## config.mk

```make
export PLATFORM = sky130hd
export DESIGN_NAME = pipeline_stall_ctrl
export DESIGN_NICKNAME = d
export VERILOG_FILES = /design/src/rtl/pipeline_stall_ctrl.sv
export SDC_FILE = /design/constraint.sdc
export NUM_CORES = 1
export LEC_CHECK = 0
export ABC_CLOCK_PERIOD_IN_PS = 2700
export CAP_MARGIN = 20
export CORE_MARGIN = 2
export CORE_UTILIZATION = 30
export DETAILED_ROUTE_END_ITERATION = 8
export PLACE_DENSITY = 0.54
export SLEW_MARGIN = 0
export SYNTH_ARGS = -nofsm -noshare
export SYNTH_HDL_FRONTEND = slang
export SYNTH_SLANG_ARGS = --single-unit
```

## constraint.sdc

```tcl
create_clock -name clk -period 2.7 [get_ports clk]
set_clock_uncertainty 0.15 [all_clocks]
set_input_delay 0.81 -clock clk [delete_from_list [all_inputs] [get_ports clk]]
set_output_delay 0.81 -clock clk [all_outputs]
set_load 0.03 [all_outputs]
```

## src/rtl/pipeline_stall_ctrl.sv

```systemverilog
// Pipeline stall/flush controller: turns hazard, branch and memory-busy requests into
// PC and pipeline-register enables/flushes, and keeps saturating event counters.
module pipeline_stall_ctrl #(
    parameter int CNT_W = 16
) (
    input  logic             clk,
    input  logic             reset,
    input  logic             Stall,
    input  logic             BranchTaken,
    input  logic             MemBusy,
    output logic             PCWrite,
    output logic             IFIDWrite,
    output logic             IFIDFlush,
    output logic             IDEXFlush,
    output logic             EXMEMFlush,
    output logic             Stalled,
    output logic [CNT_W-1:0] StallCnt,
    output logic [CNT_W-1:0] FlushCnt,
    output logic [CNT_W-1:0] WaitCnt
);

    typedef enum logic {
        RUN    = 1'b0,
        BUBBLE = 1'b1
    } state_t;

    localparam int IDX_STALL = 0;
    localparam int IDX_FLUSH = 1;
    localparam int IDX_WAIT  = 2;

    state_t           state_q, state_d;
    logic [2:0]       inc_d;
    logic [CNT_W-1:0] cnt_q [3];

    always_comb begin
        state_d    = state_q;
        inc_d      = 3'b000;
        PCWrite    = 1'b1;
        IFIDWrite  = 1'b1;
        IFIDFlush  = 1'b0;
        IDEXFlush  = 1'b0;
        EXMEMFlush = 1'b0;
        if (!reset) begin
            state_d    = RUN;
            PCWrite    = 1'b0;
            IFIDWrite  = 1'b0;
            IFIDFlush  = 1'b1;
            IDEXFlush  = 1'b1;
            EXMEMFlush = 1'b1;
        end else if (MemBusy) begin
            PCWrite          = 1'b0;
            IFIDWrite        = 1'b0;
            inc_d[IDX_WAIT]  = 1'b1;
        end else if (BranchTaken) begin
            // Any concurrent Stall belongs to a wrong-path instruction and is dropped.
            IFIDFlush        = 1'b1;
            IDEXFlush        = 1'b1;
            EXMEMFlush       = 1'b1;
            state_d          = RUN;
            inc_d[IDX_FLUSH] = 1'b1;
        end else if (Stall && state_q == RUN) begin
            PCWrite          = 1'b0;
            IFIDWrite        = 1'b0;
            IDEXFlush        = 1'b1;
            state_d          = BUBBLE;
            inc_d[IDX_STALL] = 1'b1;
        end else begin
            state_d = RUN;
        end
    end

    assign Stalled = ~PCWrite;

    always_ff @(posedge clk) begin
        if (!reset) begin
            state_q <= RUN;
        end else begin
            state_q <= state_d;
        end
    end

    generate
        for (genvar gi = 0; gi < 3; gi++) begin : g_cnt
            always_ff @(posedge clk) begin
                if (!reset) begin
                    cnt_q[gi] <= '0;
                end else if (inc_d[gi] && (cnt_q[gi] != {CNT_W{1'b1}})) begin
                    cnt_q[gi] <= cnt_q[gi] + CNT_W'(1);
                end
            end
        end
    endgenerate

    assign StallCnt = cnt_q[IDX_STALL];
    assign FlushCnt = cnt_q[IDX_FLUSH];
    assign WaitCnt  = cnt_q[IDX_WAIT];

endmodule

```

==> flow_metrics.env, run 1 <==
export IMPL_status="completed"
export IMPL_synth_nets=254
export IMPL_fp_coreArea_sq_um=8593
export IMPL_crit_path_frequent_cell="buf_4"
export IMPL_clock_sinks=49
export IMPL_avgSynthCellArea_sq_um=10.68
export IMPL_finalSetupViolations=0
export IMPL_startpoint_type="primary input"
export IMPL_h_tree_depth=2
export IMPL_grt_pass1_vias=1932
export IMPL_fin_cells=427
export IMPL_fin_crit_sh_pct=97.62
export IMPL_ir_drop_mv=0.1946
export IMPL_nets=327
export IMPL_synth_simple_area_share_pct=23.49
export IMPL_drt_total_wl_um=5751
export IMPL_hp_class="reg2reg"
export IMPL_yosysSeqAreaShare_pct=55.65
export IMPL_final_antenna_net_count=0
export IMPL_ctsHoldBuffers=0
export IMPL_cts_root_buffer="clkbuf_8"
export IMPL_drc_errors=0
export IMPL_place_congestion=0.7507
export IMPL_grt_pass1_wl_um=9625
export IMPL_ys_seq_elements=49
export IMPL_clockBufferDepth=2
export IMPL_synth_compound_area_share_pct=2.811
export IMPL_power_per_cell_area_nw_per_um2=474.6
export IMPL_io_pins=59
export IMPL_clock_latency_ns=0.30
export IMPL_drtIter0Drc=34
export IMPL_holdWs_ns=0.3311
export IMPL_worstHoldStart="state_q$_SDFFE_PN0N_"
export IMPL_clk_pin_slew_ns=0.09
export IMPL_path_cells="dlygate4sd2_1, buf_4, o21ai_2, o21bai_1, buf_4"
export IMPL_final_common_cell="nor2_1"
export IMPL_grt_max_degree=17
export IMPL_die_h_um=97.57
export IMPL_synth_cell_types=29
export IMPL_die_area_sq_um=9519
export IMPL_drv_slew=0
export IMPL_r2r_start="cnt_q[2][0]$_SDFFCE_PN0P_"
export IMPL_crit_fanout=4
export IMPL_track_usage_pct=12.28
export IMPL_p_leak_nw=1.177
export IMPL_critical_path_slowest_cell="dlygate4sd2_1"
export IMPL_critPathKind="in2out"
export IMPL_cts_buffers=5
export IMPL_synthCells=246
export IMPL_p_total_w=0.001665
export IMPL_fmax_mhz=379.4
export IMPL_die_w_um=97.57
export IMPL_wl_per_cell_um=13.47
export IMPL_worst_ep_required_time_ns=1.74
export IMPL_relSlewSlack_pct=73.04
export IMPL_synth_area_sq_um=2626
export IMPL_fillCellCount=849
export IMPL_layout_area_overhead_vs_synth_pct=33.59
export IMPL_synth_xor_area_share_pct=13.34
export IMPL_multi_input_area_sq_um=1094
export IMPL_drive_gt1_share_pct=10.34
export IMPL_rsz0062_at_grt="false"
export IMPL_synthMuxAreaShare_pct=0
export IMPL_ys_warn_count=0
export IMPL_seq_area_sq_um=1461
export IMPL_antenna_found_initial=0
export IMPL_startpoint="MemBusy"
export IMPL_finalCriticalPeriod_ns=2.636
export IMPL_critical_path_max_stage_delay_ns=0.27
export IMPL_overflow=0
export IMPL_post_cts_setup_buffers=0
export IMPL_finalWorstSetupSlack_ns=0.06437
export IMPL_whs_path_depth=2
export IMPL_cts_tree="done"
export IMPL_crit_arrival_ns=1.68
export IMPL_num_rows=34
export IMPL_vias=1999
export IMPL_diodes=0
export IMPL_worst_slew_pin_slew_ns=0.4033
export IMPL_final_hold_viol_count=0
export IMPL_final_util_pct=40.83
export IMPL_start_util_pct=30.56
export IMPL_cp_end_kind="output port"
export IMPL_final_cell_mix="56 x nor2_1, 48 x edfxtp_1, 48 x clkdlybuf4s50_1"
export IMPL_synth_top_family_by_area="simple AND/OR/NAND/NOR gates"
export IMPL_placed_cells=420
export IMPL_place_ws_ns=-0.6076
export IMPL_routed_via_density=4.681
export IMPL_synth_fa_ha_area_share_pct=1.429
export IMPL_dp_hpwl_um=4172
export IMPL_cap_violations=0
export IMPL_first_pass_iters=4
export IMPL_reg2reg_depth=6
export IMPL_numPortBuffers=58
==> cells in the mapped netlist (all sizes together) <==
cell type	count	area (sq um)
buf	5	41.29
inv	11	41.29
a31o	2	26.28
nor2	56	210.2
nand3	15	75.07
nor3	10	50.05
clkbuf	1	3.750
or3	2	12.51
nor4	8	65.06
nor2b	1	6.260
and4	3	26.28
o21bai	1	7.510
edfxtp	48	1441
ha	3	37.54
a21oi	2	10.01
nand4	11	83.83
nand2	18	67.56
o21ai	4	20.02
xor2	9	78.83
nor3b	1	7.510
nand2b	1	6.260
and3	1	6.260
xnor2	31	271.5
a41o	1	10.01
dfxtp	1	20.02
==> routing by layer <==
metal | GRT usage (%) | part of all wire [%] | up-vias
met5 | 0 | 0 | -
met4 | 3.526 | 1.1 | 0
met3 | 2.878 | 3.8 | 6
met2 | 20.00 | 47 | 44
met1 | 16.35 | 48 | 939
li1 | - | - | 1010
==> report_power, final <==
| group | switching (W) | internal [W] |
|---|---|---|
| Clock | 0.000233 | 0.000175 |
| Sequential | 0.0000587 | 0.000884 |
| Combinational | 0.000179 | 0.000135 |
==> stage by stage <==
| step | instance area, sq um | setup TNS, ns |
|---|---|---|
| after global placement | 3415 | -1.406 |
| after floorplan | 2626 | -0.1850 |
| final | 3508 | 0 |
| after CTS | 3507 | 0 |
| after detailed placement | 3415 | -1.534 |
| after global routing | 3508 | 0 |
==> path summary, 6_finish.rpt <==
| path | slack, ns | end |
|---|---|---|
| worst min register to register | 0.33 | state_q$_SDFFE_PN0N_ |
| worst min-delay path | 0.33 | state_q$_SDFFE_PN0N_ |
| worst max register to register | 0.54 | cnt_q[2][7]$_SDFFCE_PN0P_ |
| worst max-delay path | 0.06 | IDEXFlush |
==> critical path, delay by kind of cell <==
family	cells	cell delay [ns]
buffers and inverters	3	0.61
AO/OA/AOI/OAI	2	0.25
==> kinds of logic after synthesis <==
logic type | after synthesis
and+or+nand+nor | 127
DFF | 49
xor gates and xnor gates | 40
buffers and inverters | 17
AOI/OAI and AO/OA | 10
adders and majority gates | 3
==> flip-flops by register name, summed over array words and instances (netlist names) <==
| register | count |
|---|---|
| cnt_q | 48 |
| state_q | 1 |
==> repair_timing <==
| action | CTS | global route |
|---|---|---|
| gates resized for setup | 17 | 1 |
| pin swaps | 1 | 1 |
| setup endpoints to repair | 6 | 1 |
| cloned | 0 | 0 |
==> cell type report <==
| type | instances | share of cell area, % |
|---|---|---|
| flip-flops and latches | 49 | 41.65 |
| multi-input cells | 180 | 31.17 |
| repair buffers | 72 | 19.97 |
| well taps | 108 | 3.852 |
| clock buffers | 6 | 2.068 |
| inverters | 11 | 1.177 |
| clock inverters | 1 | 0.1070 |
Power figures use the tool's default switching activity.
==> run 2, diff against run 1 <==
--- a/config.mk
+++ b/config.mk
@@ -9,6 +9,7 @@
 export CAP_MARGIN = 20
 export CORE_MARGIN = 2
 export CORE_UTILIZATION = 30
+export CTS_BUF_LIST = sky130_fd_sc_hd__clkbuf_2
 export DETAILED_ROUTE_END_ITERATION = 8
 export PLACE_DENSITY = 0.54
 export SLEW_MARGIN = 0
==> flow_metrics.env, run 2 (synthesized netlist as in run 1, its figures left out) <==
export IMPL_status="completed"
export IMPL_grt_max_degree=17
export IMPL_io_pins=59
export IMPL_cts_buffers=5
export IMPL_clockBufferDepth=2
export IMPL_hp_class="reg2reg"
export IMPL_power_per_cell_area_nw_per_um2=442.3
export IMPL_final_antenna_net_count=0
export IMPL_drt_total_wl_um=5782
export IMPL_fmax_mhz=379.2
export IMPL_drive_gt1_share_pct=11.49
export IMPL_largest_register_ffs=48
export IMPL_antenna_found_initial=0
export IMPL_die_h_um=97.57
export IMPL_cp_end_kind="output port"
export IMPL_final_cell_mix="56 x nor2_1, 48 x edfxtp_1, 45 x clkdlybuf4s50_1"
export IMPL_worst_slew_pin_slew_ns=0.4151
export IMPL_grt_pass1_wl_um=9653
export IMPL_layout_area_overhead_vs_synth_pct=33.11
export IMPL_drc_errors=0
export IMPL_cap_violations=0
export IMPL_final_hold_viol_count=0
export IMPL_crit_arrival_ns=1.68
export IMPL_drv_slew=0
export IMPL_whs_path_depth=2
export IMPL_nets=330
export IMPL_die_area_sq_um=9519
export IMPL_holdWs_ns=0.3439
export IMPL_first_pass_iters=4
export IMPL_wl_per_cell_um=13.45
export IMPL_routed_via_density=4.642
export IMPL_critical_path_max_stage_delay_ns=0.27
export IMPL_vias=1996
export IMPL_worst_ep_required_time_ns=1.74
export IMPL_drtIter0Drc=39
export IMPL_finalWorstSetupSlack_ns=0.06252
export IMPL_holdPathEnd="state_q$_SDFFE_PN0N_"
export IMPL_die_w_um=97.57
export IMPL_rrSetupSlack_ns=0.51
export IMPL_finalSetupViolations=0
export IMPL_reg_top3="cnt_q x48, state_q x1"
export IMPL_fp_coreArea_sq_um=8593
export IMPL_overflow=0
export IMPL_crit_path_frequent_cell="buf_4"
export IMPL_diodes=0
export IMPL_regMostFlops="cnt_q"
export IMPL_crit_fanout=4
export IMPL_final_util_pct=40.68
export IMPL_final_common_cell="nor2_1"
export IMPL_num_rows=34
export IMPL_cts_tree="done"
export IMPL_fin_crit_sh_pct=97.68
export IMPL_r2r_end="cnt_q[2][7]$_SDFFCE_PN0P_"
export IMPL_numPortBuffers=58
export IMPL_p_leak_nw=1.218
export IMPL_reg2reg_depth=6
export IMPL_startpoint_type="primary input"
export IMPL_ir_drop_mv=0.2371
export IMPL_clk_pin_slew_ns=0.23
export IMPL_grt_pass1_vias=1932
export IMPL_start_util_pct=30.56
export IMPL_relSlewSlack_pct=72.25
export IMPL_clock_latency_ns=0.41
export IMPL_rsz0062_at_grt="false"
export IMPL_finalCriticalPeriod_ns=2.637
export IMPL_critical_path_slowest_cell="dlygate4sd2_1"
export IMPL_place_congestion=0.7507
export IMPL_r2r_start="cnt_q[2][0]$_SDFFCE_PN0P_"
export IMPL_place_ws_ns=-0.6076
export IMPL_dp_hpwl_um=4172
export IMPL_clock_sinks=49
export IMPL_critPathKind="in2out"
export IMPL_h_tree_depth=2
export IMPL_cts_root_buffer="clkbuf_2"
export IMPL_path_cells="dlygate4sd2_1, buf_4, o21ai_2, o21bai_1, buf_4"
export IMPL_fillCellCount=853
export IMPL_worstHoldStart="state_q$_SDFFE_PN0N_"
export IMPL_track_usage_pct=12.29
## run 2: changes by cell type in the layout (fill, tap and decap cells not counted)
| cell | change |
|---|---|
| clkdlybuf4s50_1 | -3 |
| dlymetal6s2s_1 | +3 |
| clkbuf_2 | +6 |
| clkbuf_1 | -1 |
| clkbuf_8 | -5 |
| buf_4 | +3 |
## run 2: where the power goes
part / switching, W / internal [W] / total (W)
Sequential: 0.0000577 / 0.000884 / 0.000942
Combinational: 0.000180 / 0.000138 / 0.000318
Clock: 0.000226 / 0.0000605 / 0.000286
Total: 0.000464 / 0.00108 / 0.00155
## run 2: worst max-delay path by stage
stage	from	end	slack [ns]	cells past startpoint
6_report	MemBusy	IDEXFlush	0.06	5
5_1_grt	cnt_q[2][11]$_SDFFCE_PN0P_	WaitCnt[11]	0.001	1
4_1_cts	cnt_q[2][7]$_SDFFCE_PN0P_	WaitCnt[7]	0.01	1
3_5_place_dp	reset	Stalled	-0.61	5
3_3_place_gp	reset	Stalled	-0.58	5
2_1_floorplan	Stall	PCWrite	-0.18	4
## run 2: cell type report
type / count / area, sq um / area share (%)
sequential: 49 / 1461 / 41.80
inverter: 11 / 41.29 / 1.181
timing repair buffer: 75 / 730.7 / 20.90
multi-input combinational: 180 / 1094 / 31.28
clock buffer: 6 / 30.03 / 0.8590
clock inverter: 1 / 3.754 / 0.1074
tap: 108 / 135.1 / 3.865
## run 2: what timing repair did
item | 4_1_cts | 5_1_grt
pin swaps | 1 | 1
hold buffers | 0 | 0
endpoints found under the setup margin | 6 | 5
setup buffers | 0 | 3
gates resized for setup | 17 | 4
## run 2: metrics by stage
step	instance area (sq um)	TNS (ns)	total power (W)	cells
2_1_floorplan	2626	-0.1850	0.001129	246
4_1_cts	3465	0	0.001565	427
3_3_place_gp	3415	-1.406	0.001273	420
3_5_place_dp	3415	-1.534	0.001276	420
6_report	3496	0	0.001546	430
5_1_grt	3496	0	0.001621	430
## run 2: routing by layer
metal	vias to the layer above	routed length (um)	track usage (%)
li1	1018	-	-
met1	939	2797	16.40
met2	33	2698	20.00
met3	6	211	2.878
met4	0	74	3.526
met5	-	0	0
## run 2: worst max-delay path: cells and delay by family
kind | cells | cell delay (ns)
buffers and inverters | 3 | 0.61
AOI/OAI and AO/OA | 2 | 0.25
==> RTL change 1 (flow settings as in run 1) <==
The parameter `CNT_W` goes from 16 to 24.
--- a/src/rtl/pipeline_stall_ctrl.sv
+++ b/src/rtl/pipeline_stall_ctrl.sv
@@ -3,3 +3,3 @@
 module pipeline_stall_ctrl #(
-    parameter int CNT_W = 16
+    parameter int CNT_W = 24
 ) (
Interface: changed (resized FlushCnt, StallCnt and WaitCnt); port bits go from 59 to 83. The function was not compared with the original's and may differ.
==> RTL change 1 against run 1 <==
  * Sequential cell count increased by 24
  * First-iteration DRC count increased to 7.6 times the old value
  * Critical path depth unchanged
  * Power increased by 98%
  * Setup slack improved by 25 ps
  * Synthesized area increased by 60%
  * Combinational power increased by 39%
  * Final area increased by 66%
  * Routed wire length increased by 85%
  * Largest cell class unchanged
  * Largest power group is now clock
  * Highest routed layer unchanged
==> RTL change 1: results (changes against run 1) <==
clock-pin slew on the worst setup and hold paths 60 ps (-30 ps); Placement Setup Slack -198.0 ps (+409.6 ps); #MultiIn Comb 299 (+66%); clk pwr 1.46 mW (+260%); CP Data Arrival Time 1650 ps (-30 ps); outcome finished, final reports clean; commonest cells in the synthesized netlist 72 x edfxtp_1, 39 x nor2_1, 28 x nand2_1; post-synthesis compound-gate area fraction 9.943% (+7.1 points); clk root buf clkbuf_16; GR Util All Layers 14.81% (+2.5 points); net count after synthesis 406 (+60%); gpl congestion 0.7884 (+5.0%); maximum VDD drop 0.2339 mV (+20%); Vias per Instance 5.232 (+12%); synth top area cells edfxtp_1 51%, xor2_1 4.8%, nor2_1 3.5%; H-tree Lvls 3 (+1); total power draw 3.303 mW (+98%); Port Buf Inserts 82 (+41%); placed cell count 671 (+60%); DP HPWL 7585 um (+82%); comb pwr 436 uW (+39%); largest registers cnt_q: 72 flops, state_q: 1 flops; clk tree area frac 6.313% (+4.1 points); multi-input combinational area share 33.12% (+1.9 points); Synth-to-Final Area Change 38.17%; sequential share of the synthesized area 51.92% (-3.7 points); vias in the first global route 3,407 (+76%); cts repair resizes 10 (-7); wire per inst 15.46 um (+15%); XOR/XNOR Fraction of Synth Area 8.127% (-5.2 points); placement-stage cell area 5405 um2 (+58%); fillcell total 1,370 (+61%); Leakage 1.911 nW (+62%); Switching Power 804.1 uW (+71%); sequential share of cell area 37.58% (-4.1 points); Setup Buffers After CTS 2 (+2); largest net degree at the start of global routing 25 (+8); fin nets 512 (+57%); layout cell share with drive strength beyond 1 13.75% (+3.4 points); Synth Area in Adders 0.8931% (-0.54 points)
==> RTL change 1: changes by cell type in the layout (fill, tap and decap cells not counted), moves of 14 or more <==
cell / run 1 / this run
buf_4: 14 / 28
clkdlybuf4s50_1: 48 / 72
a21oi_1: 2 / 17
nor2_1: 56 / 39
xnor2_1: 31 / 16
edfxtp_1: 48 / 72
xor2_1: 9 / 23
==> RTL change 1: per-layer routing <==
metal / global-route usage, % / vias up / wire [um]
met5: 0 / - / 0
met4: 4.957 / 0 / 131
met3: 3.764 / 10 / 555
met2: 22.40 / 98 / 4947
met1: 20.62 / 1750 / 5018
li1: - / 1747 / -
==> RTL change 1: path summary, 6_finish.rpt <==
check	start	to	slack, ps	cells after the start
setup reg to reg	cnt_q[1][2]	cnt_q[1][10]	350	5
hold / removal	state_q	state_q	410	2
setup / recovery	BranchTaken	PCWrite	90	5
hold reg to reg	state_q	state_q	410	2
==> RTL change 2 (settings of run 1) <==
Without the edit above. Make the reset (`reset`) asynchronous in 2 clocked blocks.
--- a/src/rtl/pipeline_stall_ctrl.sv
+++ b/src/rtl/pipeline_stall_ctrl.sv
@@ -73,3 +73,3 @@
 
-    always_ff @(posedge clk) begin
+    always_ff @(posedge clk or negedge reset) begin
         if (!reset) begin
@@ -83,3 +83,3 @@
         for (genvar gi = 0; gi < 3; gi++) begin : g_cnt
-            always_ff @(posedge clk) begin
+            always_ff @(posedge clk or negedge reset) begin
                 if (!reset) begin
Function: differs if reset is asserted again (counterexample within 4 cycles, from zero or initial values and one cycle with reset low); with reset held inactive, the same outputs for 10 cycles.
==> RTL change 2 against run 1 <==
  * Sequential cell count unchanged
  * Sequential share of layout area shrank 5.7 points
  * Highest routed layer unchanged
  * Final area fell by 2.8%
  * Maximum frequency down 1.0%
  * Critical path type unchanged
  * Setup slack worse by 28 ps
  * Synthesized area shrank 5.0%
  * Routed wire length is 0.42% higher
  * Worst hold slack got worse by 8.4 ps
  * Via count rose by 2.2%
  * Die area shrank 4.8%
Power is not compared: it rests on default switching activity, and its combinational part moved more than twofold at a synthesized area within 25%.
==> RTL change 2: results (changes against run 1) <==
met3 Usage GRT 3.004% (+0.13 points); DP HPWL 4341 um (+4.0%); total power draw 2.144 mW; Met3 Routed Length 213 um (-3.2%); H-tree Lvls 2 (unchanged); placement-stage cell area 3314 um2 (-2.9%); comb pwr 712 uW; Die Span X 95.20 um (-2.4%); synth unique cells 39 (+34%); largest net degree at the start of global routing 31 (+14); met1 GRT Util 18.34% (+2.0 points); CP Data Arrival Time 1700 ps (+20 ps); gpl congestion 0.8003 (+6.6%); fin nets 323 (-1.2%); vias 2,042 (+2.2%); non-clock buffer count in the final layout 78 (+8.3%); Skew-Pair Late Insertion Delay 300 ps (about the same); non-clock inverter count in the final layout 5 (-6); net count after synthesis 242 (-4.7%); Setup Buffers After CTS 0 (unchanged); clk root buf clkbuf_8; fillcell total 811 (-4.5%); WL met1 2742 um (+0.33%); Clock buffer cells 8 (+2); synth top area cells dfrtp_1 49%, xor2_1 12%, nand4_1 4.0%; commonest cells in the synthesized netlist 49 x dfrtp_1, 35 x xor2_1, 19 x nand2_1; fraction of registers with async set/reset 100.0% (+100 points); first-pass GRT wire length 9459 um (-1.7%); worst-path maximum fanout 2 (-2); GR Util met2 21.54% (+1.5 points); synthesized area per cell 10.66 um2 (-0.13%); layout cell share with drive strength beyond 1 15.19% (+4.8 points); Leakage 1.552 nW; GR Util All Layers 13.46% (+1.2 points); area of the multi-input gates 1239 um2 (+13%); Worst Hold Class in2async; Seq cells post-synth 49 (unchanged); Reg area 1226 um2 (-16%); Signal buf overhead 20.95% (+0.98 points); Vias per Instance 4.850 (+3.6%); sequential share of the synthesized area 49.15% (-6.5 points); #MultiIn Comb 176 (-2.2%); Worst Reg2Reg Path Length in Cells 5 (-1); Iter 0 DRT Violations 69 (+100%); Max Clk Rate 375.5 MHz (-1.0%); placed cell count 413 (-1.7%); CTS Buf Count 5 (unchanged); clock-pin slew on the worst setup and hold paths 90 ps (about the same); DRT Wirelength 5775 um (+0.42%); outcome finished, final reports clean; Synth-to-Final Area Change 36.66%; Clk pwr share 19.8%; number of antenna violations at the first check in global routing 0 (unchanged); WL met2 2767 um (+1.3%); Placement Setup Slack -280.8 ps (+326.8 ps); clk tree area frac 2.349% (+0.17 points); cts repair resizes 9 (-8); Rel. slew slack 65.41% (-7.6 points)
## RTL change 2: cells by family after synthesis
kind of cell             Yosys count  synth area share (%)
multiplexers                       5                 2.156
flip-flops                        49                 49.15
adder cells (fa/ha/maj)            3                 1.505
AO/OA/AOI/OAI                     15                 4.112
XOR/XNOR                          40                 14.04
buffers and inverters              9                 1.755
AND/OR/NAND/NOR                  113                 27.28
## RTL change 2: critical path, cell delays in order
cell	delay, ps
dlygate4sd2_1	240
or3b_4	400
nand2_4	80
inv_2	40
buf_6	130
## RTL change 2: worst paths after layout
check / start / endpoint / slack (ps)
min reg2reg: StallCnt[15] / StallCnt[15] / 350
max in group asynchronous: reset / FlushCnt[8] / 1670
min in group clk: StallCnt[15] / StallCnt[15] / 350
min: reset / state_q / 320
max reg2reg: WaitCnt[0] / WaitCnt[1] / 600
max: BranchTaken / IFIDWrite / 40
